## src/rtl/lab2_serial_pkg.sv

```systemverilog
// rtl/lab2_serial_pkg.sv - shared state encodings and sizing for the serial reconstruct adder
package lab2_serial_pkg;

  localparam int DEFAULT_WIDTH = 8;
  localparam int DEFAULT_CNT_W = $clog2(DEFAULT_WIDTH);

  typedef enum logic [1:0] {
    IDLE = 2'd0,
    RUN  = 2'd1,
    DONE = 2'd2
  } state_t;

  // Counter must index 0..WIDTH-1; guard against a degenerate zero-width result.
  function automatic int cnt_width(input int width);
    return (width < 2) ? 1 : $clog2(width);
  endfunction

endpackage

```

## src/rtl/lab2_full_adder_cell.sv

```systemverilog
// rtl/lab2_full_adder_cell.sv - one-bit full adder / full subtractor cell
module lab2_full_adder_cell (
  input  logic a,
  input  logic b,
  input  logic cin,
  input  logic sub,
  output logic s,
  output logic cout
);

  logic a_eff;

  // Inverting the minuend turns the carry recurrence into the borrow recurrence;
  // with sub tied low the inversion disappears entirely.
  assign a_eff = a ^ sub;
  assign s     = a ^ b ^ cin;
  assign cout  = (a_eff & b) | (cin & (a_eff ^ b));

endmodule

```

## src/rtl/lab2_serial_reconstruct_adder.sv

```systemverilog
// rtl/lab2_serial_reconstruct_adder.sv - bit-serial x = D + y reconstruction stage; SERIAL_SUB_EN adds a subtract mode
module lab2_serial_reconstruct_adder
  import lab2_serial_pkg::*;
#(
  parameter int WIDTH = DEFAULT_WIDTH
) (
  input  logic             clk,
  input  logic             rst,
  input  logic             start,
  input  logic             bit_valid,
  input  logic             d_in,
  input  logic             y_in,
`ifdef SERIAL_SUB_EN
  input  logic             mode,
`endif
  output logic             ready,
  output logic             busy,
  output logic             done,
  output logic [WIDTH-1:0] x_out,
  output logic             carry_out
);

  localparam int CW = cnt_width(WIDTH);
  localparam logic [CW-1:0] LAST = CW'(WIDTH - 1);

  state_t           state;
  logic [CW-1:0]    count;
  logic             carry_reg;
  logic [WIDTH-1:0] shift_reg;
  logic [WIDTH-1:0] shift_next;
  logic             sub_sel;
  logic             sum_bit;
  logic             carry_next;

`ifdef SERIAL_SUB_EN
  logic mode_reg;
  assign sub_sel = mode_reg;
`else
  assign sub_sel = 1'b0;
`endif

  lab2_full_adder_cell u_cell (
    .a    (d_in),
    .b    (y_in),
    .cin  (carry_reg),
    .sub  (sub_sel),
    .s    (sum_bit),
    .cout (carry_next)
  );

  // LSB arrives first, so sums enter at the top and drift down to bit 0.
  assign shift_next = {sum_bit, shift_reg[WIDTH-1:1]};

  always_ff @(posedge clk) begin
    if (rst) begin
      state     <= IDLE;
      ready     <= 1'b1;
      busy      <= 1'b0;
      done      <= 1'b0;
      x_out     <= '0;
      carry_out <= 1'b0;
      count     <= '0;
      carry_reg <= 1'b0;
      shift_reg <= '0;
`ifdef SERIAL_SUB_EN
      mode_reg  <= 1'b0;
`endif
    end else begin
      case (state)
        IDLE: begin
          done <= 1'b0;
          if (start) begin
            carry_reg <= 1'b0;
            count     <= '0;
            shift_reg <= '0;
`ifdef SERIAL_SUB_EN
            mode_reg  <= mode;
`endif
            state     <= RUN;
            ready     <= 1'b0;
            busy      <= 1'b1;
          end
        end
        RUN: begin
          if (bit_valid) begin
            carry_reg <= carry_next;
            shift_reg <= shift_next;
            count     <= count + CW'(1);
            if (count == LAST) begin
              x_out     <= shift_next;
              carry_out <= carry_next;
              state     <= DONE;
              busy      <= 1'b0;
              done      <= 1'b1;
            end
          end
        end
        DONE: begin
          done  <= 1'b0;
          ready <= 1'b1;
          state <= IDLE;
        end
        default: begin
          state <= IDLE;
          ready <= 1'b1;
          busy  <= 1'b0;
          done  <= 1'b0;
        end
      endcase
    end
  end

endmodule

```

## config.mk

```make
export PLATFORM = sky130hd
export DESIGN_NAME = lab2_serial_reconstruct_adder
export DESIGN_NICKNAME = d
export VERILOG_FILES = /design/src/rtl/lab2_serial_pkg.sv /design/src/rtl/lab2_full_adder_cell.sv /design/src/rtl/lab2_serial_reconstruct_adder.sv
export SDC_FILE = /design/constraint.sdc
export NUM_CORES = 1
export LEC_CHECK = 0
export BUFFER_PORTS_ARGS = -buffer_cell sky130_fd_sc_hd__buf_2
export CORE_MARGIN = 4
export CORE_UTILIZATION = 50
export CTS_CLUSTER_SIZE = 20
export DETAILED_ROUTE_END_ITERATION = 10
export GPL_TIMING_DRIVEN = 0
export PLACE_DENSITY = 0.72
export SLEW_MARGIN = 10
export SYNTH_ARGS = -nofsm -noshare
export SYNTH_HDL_FRONTEND = slang
export SYNTH_SLANG_ARGS = --single-unit
```

## constraint.sdc

```tcl
create_clock -name clk -period 1.7 [get_ports clk]
set_clock_uncertainty 0.2 [all_clocks]
set_input_delay 0.34 -clock clk [delete_from_list [all_inputs] [get_ports clk]]
set_output_delay 0.34 -clock clk [all_outputs]
set_load 0.01 [all_outputs]
```

==> metrics.md <==
| Metric | Value |
|---|---|
| Outcome | finished, final reports clean |
| Leakage power | roughly 0.5 nW |
| Clock slew at reported path FFs | approximately 0.13 ns |
| Core area | ~2000 um2 |
| TritonCTS Buffers | 3 |
| Final hold violations | 0 |
| Synth warn | 0 |
| # DRC | 0 |
| DP HPWL | about 1.3 mm |
| Die footprint | between 2000 and 3000 um2 |
| Power, Total | about 950 uW |
| CP Launch Type | flip-flop |
| Slew margin rel. | 0.781 |
| Crit Path Max Fanout | 9 |
| Max reg flops | 8 |
| CTS root buf | clkbuf_4 |
| CP Data Required Time | 1.71 ns |
| Syn avg cell area | about 9.5 um2 |
| Vias/cell | 4.78 |
| Gp weighted congestion | between 0.8 and 0.9 |
| Vias in the first global route | 700 |
| Largest net degree at the start of global routing | 14 |
| Via count | around 760 |
| Post-Syn Instances | 110 |
| Number of antenna diodes | 0 |
| Initial Utilization | 0.531 |
| WL/cell | 10.8 um |
| CP max stage cell | dfxtp_2 |
| Number of H-tree levels | 1 |
| Final setup fails | 0 |
| Syn nets | about 120 |
| Hold Path Class | in2reg |
| Critical path arrival | 1.53 ns |
| DIE HEIGHT | between 50 and 60 um |
| Critical path type | reg2reg |
| Register-to-Register Setup Slack | around 0.18 ns |
| Port bufs | 17 |
| Max stage delay on crit path | ~0.35 ns |
| Slew @ Worst Pin | roughly 0.33 ns |
| Num ports | 18 |
| Die W | about 54 um |
| Clock period minus final worst setup slack | about 1.5 ns |
| Sink Count | 25 |
| RSZ-0062 raised after global routing | no |
| Final Net Count | 143 |
| Synth unique cells | 19 |
| 1st-pass router iterations | 4 |
| Pwr dens | just under 800 nW/um2 |
| Fin Setup TNS | 0 ns |
| Hold_buf cts | 0 |
| Final ANT Viol Nets | 0 |
| Worst path top cell family by delay | adder cells |
| Clk_lat worst skew | 0.31 ns |
| Slew Limit Fails | 0 |
| Initial antenna violation count | 0 |
| Final wirelength | roughly 1.7 mm |
| CP endpoint kind | flip-flop |
| First-pass GRT wire length | around 2.9 mm |
| Ordered list of cells on the worst path | ha_1, ha_2, and4b_1, clkbuf_4, nand2_1, a21oi_1 |
| Ratio of cells with drive above 1 in the final layout | 0.233 |
| Seq/Total Area, Yosys | 0.481 |
| Site row count | 16 |
| Clk buf depth | 2 |
| P&R area growth vs syn | 16.0% |
| Seq cells post-synth | 25 |
| Fmax | 656 MHz |
| Area leader, netlist | dfxtp_1 |
| CTS tree | yes |
| CP Buf/Inv Count | 1 |
| Max IR drop VDD | 0.465 mV |
| Synth top area cells | dfxtp_1 (48%), nand2_1 (11%), mux2i_1 (11%) |
| Max cap viols | 0 |
| Total grt overflow | 0 |
| Post-synth top area share | 0.481 |
| DRT iter0 DRCs | 5 |
| Post-Syn Area | about 1000 um2 |
| Gr usage total | 0.140 |
| Tcrit/Tclk final | 0.896 |
==> Yosys cell counts, drive strengths merged <==
| library cell | n |
|---|---|
| a21oi | 13 |
| mux2i | 11 |
| nor2b | 3 |
| ha | 2 |
| fa | 1 |
| or3b | 1 |
| dfxtp | 25 |
| nor3b | 1 |
| buf | 4 |
| and4b | 1 |
| nor3 | 1 |
| nand2 | 30 |
| nand4b | 1 |
| nand2b | 13 |
| clkbuf | 1 |
| a211o | 1 |
| o31ai | 1 |
==> layout by cell type (no fill, tap or decap), types with 2 or more instances in the layout <==
cell / Yosys / layout
nand2_1: 30 / 30
dfxtp_1: 25 / 24
buf_2: 2 / 18
nand2b_1: 13 / 13
a21oi_1: 12 / 12
mux2i_1: 11 / 11
clkbuf_4: 0 / 4
nor2b_1: 3 / 3
clkbuf_1: 1 / 2
buf_6: 2 / 2
buf_4: 0 / 2
==> per-stage QoR <==
step	setup slack [ns]	instance area, um2	hold slack (ns)	util	std cells
final	0.176	1210	0.152	0.615	160
after global routing	0.000255	1210	0.151	0.615	160
after CTS	0.00786	1190	0.144	0.605	158
after detailed placement	0.0393	1160	0.243	0.591	154
after global placement	0.0820	1160	0.239	0.591	154
after floorplan	0.255	1040	0.232	-	110
==> report_power, final <==
group / internal [mW] / leakage, nW / total [mW] / switching [mW]
registers: 0.597 / 0.203 / 0.606 / 0.00899
clock network: 0.0916 / 0.0150 / 0.256 / 0.165
logic: 0.0472 / 0.269 / 0.0924 / 0.0452
total: 0.736 / 0.487 / 0.955 / 0.219
==> per-layer routing <==
layer  GRT usage  vias up  wire [um]
met5           0        -          0
met4      0.0766        0         13
met3      0.0249        2         65
met2       0.251        9        848
met1       0.156      342        802
li1            -      411          -
==> cell families after synthesis <==
family,count (synthesis),synth area share
muxes,11,0.106
buffers and inverters,5,0.0349
adders and majority gates,3,0.0433
DFF,25,0.481
and+or+nand+nor,51,0.254
AOI/OAI and AO/OA,15,0.0817
==> tightest hold or removal path: cells and delay by family <==
kind | cells | cell delay, ns
simple gates | 2 | 0.17
buf+inv | 1 | 0.13
==> cell type report <==
cell class                 count  area (um2)
buffer                         5        38.8
clock buffer                   4        26.3
fill                         192         754
multi-input combinational     80         507
sequential                    25         502
tap                           27        33.8
timing repair buffer          19         100
==> path summary, 6_finish.rpt <==
kind,to,startpoint,cells past startpoint
setup / recovery,x_out[4]$_SDFFE_PP0P_,count[0]$_SDFFE_PP0P_,6
hold / removal,state[1]$_SDFFE_PP0P_,bit_valid,3
setup reg to reg,x_out[4]$_SDFFE_PP0P_,count[0]$_SDFFE_PP0P_,6
hold reg to reg,x_out[0]$_SDFFE_PP0P_,x_out[0]$_SDFFE_PP0P_,2
==> timing repair <==
action / CTS / global route
resized for setup: 0 / 3
setup buffers: 0 / 2
setup endpoints to repair: 0 / 9
Note: power is estimated with default switching activity, not from simulation.
